[src/rtl/miner_multicore_ctrl.sv]
// rtl/miner_multicore_ctrl.sv - multicore nonce issue, round-loop schedule and golden-nonce FIFO
// Drives NUM_CORES hasher pairs with interleaved nonces and queues zero-hash hits for draining.
module miner_multicore_ctrl #(
  parameter int LOOP_LOG2  = 5,
  parameter int NUM_CORES  = 2,
  parameter int PIPE_SLOTS = 5,
  parameter int FIFO_DEPTH = 8
) (
  input  logic                     hash_clk,
  input  logic                     reset,
  input  logic                     work_valid,
  input  logic [255:0]             midstate_in,
  input  logic [95:0]              data_in,
  input  logic [31:0]              nonce_start,
  output logic [255:0]             state_out,
  output logic [512*NUM_CORES-1:0] data_out,
  output logic [5:0]               cnt,
  output logic                     feedback,
  input  logic [32*NUM_CORES-1:0]  hash2_in,
  output logic                     gn_valid,
  input  logic                     gn_ready,
  output logic [31:0]              gn_nonce,
  output logic [3:0]               gn_core,
  output logic                     gn_overflow,
  output logic                     nonce_wrap
);

  localparam int LOOP   = 1 << LOOP_LOG2;
  localparam int PTR_W  = $clog2(FIFO_DEPTH);
  localparam int CW     = PTR_W + 1;
  localparam int WARM_W = $clog2(PIPE_SLOTS + 1);
  localparam logic [5:0]   CNT_MASK = 6'(LOOP - 1);
  localparam logic [31:0]  BACK_OFF = 32'(NUM_CORES * PIPE_SLOTS);
  localparam logic [383:0] PAD      = {32'h00000280, 320'h0, 32'h80000000};

  logic [5:0]               cnt_q, cnt_d, cnt_next;
  logic                     feedback_q, feedback_d, feedback_d1_q;
  logic [31:0]              base_q, base_d, base_sum;
  logic                     carry, boundary;
  logic [255:0]             midstate_q, midstate_d, state_q;
  logic [95:0]              datareg_q, datareg_d;
  logic [512*NUM_CORES-1:0] data_out_q, data_out_d;
  logic [WARM_W-1:0]        warm_q, warm_d;
  logic                     warm_done, check_en;
  logic                     wrap_q, wrap_d, ovf_q, ovf_d;
  logic [NUM_CORES-1:0]     hit_vec, hit_q, hit_d, pend_q, pend_d, pick_oh;
  logic [31:0]              hit_base_q, hit_base_d, pend_base_q, pend_base_d;
  logic [3:0]               pick_idx;
  logic                     push_req, push, pop, full, drop_hit, mem_we;
  logic [PTR_W-1:0]         wr_ptr_q, wr_ptr_d, rd_ptr_q, rd_ptr_d;
  logic [CW-1:0]            count_q, count_d;
  logic [35:0]              entry;
  logic [35:0]              mem_q [FIFO_DEPTH];

  assign gn_valid = (count_q != '0);

  always_comb begin
    cnt_next  = (cnt_q + 6'd1) & CNT_MASK;
    boundary  = (cnt_next == 6'd0);
    {carry, base_sum} = {1'b0, base_q} + 33'(NUM_CORES);
    warm_done = (warm_q == WARM_W'(PIPE_SLOTS));
    check_en  = !feedback_d1_q && warm_done;
    hit_vec   = '0;
    for (int k = 0; k < NUM_CORES; k++) begin
      hit_vec[k] = check_en && (hash2_in[32*k +: 32] == 32'd0);
    end
    // Descending scan so the lowest pending core wins.
    pick_oh  = '0;
    pick_idx = '0;
    for (int k = NUM_CORES - 1; k >= 0; k--) begin
      if (pend_q[k]) begin
        pick_oh    = '0;
        pick_oh[k] = 1'b1;
        pick_idx   = 4'(k);
      end
    end
    entry    = {pick_idx, pend_base_q + {28'd0, pick_idx}};
    push_req = |pend_q;
    pop      = gn_valid && gn_ready;
    full     = (count_q == CW'(FIFO_DEPTH));
    push     = push_req && (!full || pop);
    drop_hit = (|hit_q) && (|pend_q);

    cnt_d       = cnt_next;
    feedback_d  = (cnt_next != 6'd0);
    base_d      = boundary ? base_sum : base_q;
    midstate_d  = midstate_q;
    datareg_d   = datareg_q;
    warm_d      = (boundary && !warm_done) ? warm_q + WARM_W'(1) : warm_q;
    wrap_d      = wrap_q | (boundary & carry);
    ovf_d       = ovf_q | drop_hit | (push_req & ~push);
    hit_d       = hit_vec;
    hit_base_d  = base_q - BACK_OFF;
    pend_d      = pend_q;
    pend_base_d = pend_base_q;
    if (push_req) begin
      pend_d = pend_q & ~pick_oh;
    end else if (|hit_q) begin
      pend_d      = hit_q;
      pend_base_d = hit_base_q;
    end
    mem_we   = push;
    wr_ptr_d = push ? wr_ptr_q + PTR_W'(1) : wr_ptr_q;
    rd_ptr_d = pop ? rd_ptr_q + PTR_W'(1) : rd_ptr_q;
    count_d  = count_q + CW'(push) - CW'(pop);

    if (work_valid) begin
      cnt_d      = '0;
      feedback_d = 1'b0;
      base_d     = nonce_start;
      midstate_d = midstate_in;
      datareg_d  = data_in;
      warm_d     = '0;
      wrap_d     = 1'b0;
      ovf_d      = 1'b0;
      hit_d      = '0;
      pend_d     = '0;
      mem_we     = 1'b0;
      wr_ptr_d   = '0;
      rd_ptr_d   = '0;
      count_d    = '0;
    end

    for (int k = 0; k < NUM_CORES; k++) begin
      data_out_d[512*k +: 512] = {PAD, base_d + 32'(k), datareg_d};
    end
  end

  always_ff @(posedge hash_clk or posedge reset) begin
    if (reset) begin
      cnt_q         <= '0;
      feedback_q    <= 1'b0;
      feedback_d1_q <= 1'b0;
      base_q        <= '0;
      midstate_q    <= '0;
      datareg_q     <= '0;
      state_q       <= '0;
      data_out_q    <= '0;
      warm_q        <= '0;
      wrap_q        <= 1'b0;
      ovf_q         <= 1'b0;
      hit_q         <= '0;
      hit_base_q    <= '0;
      pend_q        <= '0;
      pend_base_q   <= '0;
      wr_ptr_q      <= '0;
      rd_ptr_q      <= '0;
      count_q       <= '0;
    end else begin
      cnt_q         <= cnt_d;
      feedback_q    <= feedback_d;
      feedback_d1_q <= feedback_q;
      base_q        <= base_d;
      midstate_q    <= midstate_d;
      datareg_q     <= datareg_d;
      state_q       <= midstate_d;
      data_out_q    <= data_out_d;
      warm_q        <= warm_d;
      wrap_q        <= wrap_d;
      ovf_q         <= ovf_d;
      hit_q         <= hit_d;
      hit_base_q    <= hit_base_d;
      pend_q        <= pend_d;
      pend_base_q   <= pend_base_d;
      wr_ptr_q      <= wr_ptr_d;
      rd_ptr_q      <= rd_ptr_d;
      count_q       <= count_d;
    end
  end

  always_ff @(posedge hash_clk) begin
    if (mem_we) begin
      mem_q[wr_ptr_q] <= entry;
    end
  end

  assign cnt         = cnt_q;
  assign feedback    = feedback_q;
  assign state_out   = state_q;
  assign data_out    = data_out_q;
  assign gn_nonce    = gn_valid ? mem_q[rd_ptr_q][31:0] : 32'd0;
  assign gn_core     = gn_valid ? mem_q[rd_ptr_q][35:32] : 4'd0;
  assign gn_overflow = ovf_q;
  assign nonce_wrap  = wrap_q;

endmodule
[config.mk]
export PLATFORM = sky130hd
export DESIGN_NAME = miner_multicore_ctrl
export DESIGN_NICKNAME = d
export VERILOG_FILES = /design/src/rtl/miner_multicore_ctrl.sv
export SDC_FILE = /design/constraint.sdc
export NUM_CORES = 1
export LEC_CHECK = 0
export ABC_AREA = 1
export CORE_AREA = 10 10 676 678
export DETAILED_ROUTE_END_ITERATION = 16
export DIE_AREA = 0 0 686 688
export PLACE_DENSITY = 0.3
export SYNTH_ARGS = -nofsm -noshare
export SYNTH_HDL_FRONTEND = slang
export SYNTH_SLANG_ARGS = --single-unit
[constraint.sdc]
create_clock -name hash_clk -period 27.8 [get_ports hash_clk]
set_input_delay 5.56 -clock hash_clk [delete_from_list [all_inputs] [get_ports hash_clk]]
set_output_delay 5.56 -clock hash_clk [all_outputs]
set_load 0.02 [all_outputs]
==> results of run 1 <==
[metrics by stage]
step / utilization, % / hold WS (ps)
after floorplan: - / 370.0
after global placement: 11.85 / 379.4
after detailed placement: 11.85 / 390.3
after CTS: 12.68 / 399.5
after global routing: 12.68 / 403.7
final: 12.69 / 383.9
[layout make-up]
cell class,instances,area [um2]
multi-input cells,3089,13480
clock inverters,61,571.8
fillers,50890,387300
diodes,22,55.05
clock buffers,144,3084
inverters,133,519.2
flip-flops and latches,771,20620
repair buffers,1064,10550
well taps,5928,7417
[layer usage]
layer	vias up	global-route usage, %	part of all wire [%]
met3	239	3.415	8.1
met2	1082	17.95	52
met5	-	0	0.14
met4	54	1.709	1.7
li1	13810	-	-
met1	14720	10.72	38
[report_power, final]
group / internal, uW / total [uW] / switching [uW]
sequential: 1230 / 1310 / 74.4
clock: 839 / 1460 / 617
combinational: 355 / 1050 / 690
[registers in the layout, summed over array words and instances (netlist names), 2 cells and up]
register	count
mem_q	264
pend_base_q	32
base_q	31
hit_base_q	32
wr_ptr_q	3
hit_q	2
data_out	35
pend_q	2
cnt	5
state_out	256
datareg_q	95
rd_ptr_q	3
warm_q	3
count_q	4
[worst reg2reg max path, cell delays in order, from the launching register on]
cell     delay (ps)
dfrtp_1         320
inv_1            70
ha_1            210
nand2_2         410
buf_4           460
nand2_1         190
nand3_1         120
inv_1            60
nor2_1          240
inv_1           100
nor2_1          160
nand2_1         180
nor2_2          480
buf_4           590
[how the worst min path moves through the flow]
stage,from,end,slack (ps),cells after the start
after CTS,feedback,feedback_d1_q,400,0
after global routing,feedback,feedback_d1_q,400,0
after floorplan,base_q[0],hit_base_q[0],370,0
after detailed placement,feedback,feedback_d1_q,390,0
after global placement,feedback,feedback_d1_q,380,0
final,feedback,feedback_d1_q,380,0
[cell usage after synthesis (4+ instances only)]
library cell and number:
nor2_2 21, a21oi_1 30, clkbuf_1 141, nand4_1 34, ha_1 17, buf_2 4
nor4_1 15, nor2_1 359, xor2_1 65, o22ai_1 33, mux2_2 19, nand2_1 1310
nand2_2 25, o21ai_0 181, xnor2_1 6, nor2_4 11, dfrtp_1 507, buf_4 871
a31oi_1 33, edfxtp_1 264, buf_1 4, or2_2 24, nand3_1 92, nor3_1 12
inv_1 126, inv_2 6, or4_1 6
[cells by family after synthesis]
group                    count (synthesis)
AO/OA/AOI/OAI                          289
flip-flops                             771
buffers and inverters                 1156
adder cells (fa/ha/maj)                 18
multiplexers                            19
other                                    2
XOR/XNOR                                71
AND/OR/NAND/NOR                       1925
==> flow_summary.toml, run 1 <==
[outcome]
status = "finished, final reports clean"

[cells_and_area]
design_area_um2 = 56290
final_common_cell = "nand2_1"
final_nets = 5641
fin_cells = 11210
area_delta_synth_final_pct = 45.15
drive_above_1_share_pct = 7.165
layout_common_cells = "nand2_1 (1,309), clkdlybuf4s50_1 (1,010), conb_1 (767)"

[placement]
gp_congestion = 0.7962
place_area_um2 = 52580
portBuffers = 1011
dp.cells = 10990
hpwl_um = 197700
place_ws_ps = 18340

[clocking]
post-cts-setup-buffer-count = 0
root_buffer = "clkbuf_16"
cts-hold-fix-buffers = 0
htreeDepth = 3
cts-buffers-inserted = 112
clkSinkCount = 771
cts_resized = 0
cts_tree = "done"
clk_pin_slew_ps = 60
clock_latency_ps = 880
cts_max_path_buffers = 4

[synth]
yosys.area.top_type = "dfrtp_1"
yosysTopAreaCellShare_pct = 32.72
postSynthAreaPerCell_um2 = 9.122
synth_warnings = 0
ys_async_sr_fraction_pct = 65.76
synth_edf_count = 264
synthesis.area_um2 = 38780
yosysSeqAreaShare_pct = 53.16
synthTopCellsByArea = "dfrtp_1 (33%), edfxtp_1 (20%), buf_4 (17%)"
synthMuxAreaShare_pct = 0.5517
yosys.area_share.xor_xnor_pct = 1.604
ys_ff_latch = 771
synth-simple-area-share_pct = 20.27
ys_types = 48
synthFlopType = "dfrtp_1"
synth_top_family_by_area = "simple AND/OR/NAND/NOR gates"
synth_fa_ha_area_share_pct = 0.6001
synth_compound_area_share_pct = 4.091
netlist_instances = 4251

[critical_path]
critPathTopFamily = "buffers and inverters"
reg2reg_from = "count_q[2]"
slowest_delay_ps = 820
timing.rr.end = "mem_q[7][10]"
crit_fanout = 82
crit_required_ps = 22240
ff2ff_setup_slack_ps = 23670
startpoint_type = "flop"
arrival_ps = 4720
setup.worst_path.start = "rd_ptr_q[0]"
ff2ff_path_depth = 13
crit_top_cell = "o21ai_0"
worstSetupPathType = "flop to primary output"
crit_chain = "inv_2, buf_4, o21ai_0, o22ai_1, o21ai_0, a31oi_1, clkdlybuf4s50_1"
cp.depth = 7
crit_end = "gn_nonce[28]"
critPathBufInv = 3
cp_slowest_cell = "clkdlybuf4s50_1"
endpoint_kind = "primary output"

[route]
vias = 29910
drt-initial-drc-count = 1733
drtPass1Iterations = 5
drcViolationCount = 0
viasPerCell = 2.668
routed_wirelength_um = 241500
wire_per_inst_um = 21.54
ant_nets = 0

[floorplan]
fp.dieW_um = 686
die_h_um = 688
row_count = 245
start_util_pct = 8.743
dieArea_um2 = 472000
io_pins = 1778
core_area_um2 = 443600

[timing]
min_period_ps = 10280
setup_ws_ps = 17520
rsz0062_at_grt = "no"
slew_viol_final = 0
final.setup_skew_ps = 88.40
setup_viol = 0
slew_headroom_pct = 26.19
finalCritPeriodShare_pct = 36.98
worst_pin_slew_ps = 1107
hold_viol = 0
fmax_mhz = 97.28
setup_tns_ps = 0

[power]
total_power_uw = 3810
p_leak_uw = 0.02361
vdd_drop_max_uv = 57.59
power_density_nw_per_um2 = 67.69

[run]
cap_violations = 0

[hold_path]
hp-class = "flop to flop"

[global_route]
grt_usage_pct = 9.690
antenna_found_initial = 78
grt_max_degree = 127
overflow = 0
grt_pass1_wl_um = 312500
grt_pass1_vias = 31380
Note: power is estimated with default switching activity, not from simulation.
==> inputs of run 2 (changes only) <==
CORE_AREA = 10 10 686 688   (was 10 10 676 678)
DIE_AREA = 0 0 696 698   (was 0 0 686 688)
clock period = 9.7 ns   (was 27.8 ns; I/O delays follow)
==> flow_summary.toml, run 2 (synthesis results as in run 1) <==
[cells_and_area]
final_nets = 5641
largest-register = "mem_q"
fillerInstances = 52210
layout_common_cells = "nand2_1 (1,309), clkdlybuf4s50_1 (1,010), conb_1 (767)"
largest_reg_flops = 264
final_common_cell = "nand2_1"
area_delta_synth_final_pct = 45.16
drive_above_1_share_pct = 6.771

[clocking]
cts-buffers-inserted = 113
root_buffer = "clkbuf_16"
cts_max_path_buffers = 4
cts-hold-fix-buffers = 0
post-cts-setup-buffer-count = 0
clk_pin_slew_ps = 50
clkSinkCount = 771
cts_tree = "done"
htreeDepth = 3
clock_latency_ps = 840
cts_resized = 0

[timing]
final.setup_skew_ps = 33.23
setup_viol = 0
min_period_ps = 6295
slew_headroom_pct = -0.9366
fmax_mhz = 158.9
hold_slack_ps = 412.7
setup_tns_ps = 0
slew_viol_final = 9
worst_pin_slew_ps = 1509
finalCritPeriodShare_pct = 64.89
rsz0062_at_grt = "no"
hold_viol = 0

[critical_path]
reg2reg_from = "cnt[0]"
cp_slowest_cell = "clkdlybuf4s50_1"
arrival_ps = 4350
endpoint_kind = "primary output"
startpoint_type = "flop"
crit_chain = "buf_4, buf_4, o21ai_0, o22ai_1, o21ai_0, a31oi_1, clkdlybuf4s50_1"
worstSetupPathType = "flop to primary output"
crit_required_ps = 7760
slowest_delay_ps = 700
setup.worst_path.start = "rd_ptr_q[0]"
crit_fanout = 62

[placement]
hpwl_um = 208500
portBuffers = 1011
gp_congestion = 0.8103

[floorplan]
io_pins = 1778
core_area_um2 = 455800
start_util_pct = 8.508
die_h_um = 698
row_count = 248
fp.dieW_um = 696
dieArea_um2 = 485800

[route]
routed_wirelength_um = 251800
drt-initial-drc-count = 1643
viasPerCell = 2.670
drtPass1Iterations = 5
vias = 30100
wire_per_inst_um = 22.33
drcViolationCount = 0
ant_nets = 0

[power]
power_density_nw_per_um2 = 195.0
p_leak_uw = 0.02360
vdd_drop_max_uv = 141.9

[hold_path]
holdCritStartpoint = "feedback"
hp-class = "flop to flop"

[global_route]
overflow = 0
grt_usage_pct = 9.852
grt_pass1_vias = 31230
grt_max_degree = 116
antenna_found_initial = 92
grt_pass1_wl_um = 324000

[outcome]
violations = "max-capacitance violations, max-slew violations"
status = "complete, but fails checks"

[run]
cap_violations = 1
-- run 2: power breakdown --
| part | switching (uW) | internal (uW) | total, uW |
|---|---|---|---|
| registers | 189 | 3540 | 3730 |
| clock network | 1720 | 2440 | 4150 |
| logic | 2070 | 1020 | 3100 |
| total | 3980 | 7000 | 11000 |
-- run 2: per-layer routing --
layer / track usage (%) / up-vias / wire, um
li1: - / 13810 / -
met1: 10.37 / 14870 / 91750
met2: 18.04 / 1073 / 129000
met3: 4.394 / 264 / 25220
met4: 1.944 / 84 / 5241
met5: 0 / - / 538
-- run 2: final timing paths --
kind | endpoint | slack, ps | depth (start not counted)
worst min-delay path | feedback_d1_q | 410 | 0
worst min register to register | feedback_d1_q | 410 | 0
worst max register to register | data_out[624] | 5890 | 16
worst max-delay path | gn_core[0] | 3410 | 7
min in group asynchronous | data_out[639] | 1510 | 2
max in group asynchronous | state_out[254] | 6330 | 4
-- run 2: through the flow --
stage / total power (uW) / area (um2) / std cells / utilization (%) / worst slack [ps]
after detailed placement: 7009 / 52620 / 11060 / 11.54 / 4122
after floorplan: 5480 / 41660 / 5016 / - / 877.6
final: 10980 / 56290 / 11280 / 12.35 / 3405
after global routing: 11610 / 56250 / 11260 / 12.34 / 3031
after CTS: 11350 / 56250 / 11260 / 12.34 / 3103
after global placement: 7007 / 52620 / 11060 / 11.54 / 4127
-- run 2: cell type report --
type                       count  area, um2  share of cell area (%)
timing repair buffer        1063      10570                   18.77
inverter                     133      515.5                  0.9157
sequential                   771      20620                   36.63
antenna                       17      42.54                 0.07557
tap                         6000       7507                   13.34
multi-input combinational   3089      13420                   23.84
clock inverter                57      549.3                  0.9757
clock buffer                 145       3078                   5.468
-- run 2: worst max-delay path, delay by kind of cell (launching register included) --
kind	cells	cell delay, ps
buffers and inverters	3	1880
AOI/OAI and AO/OA	4	900
DFF	1	590
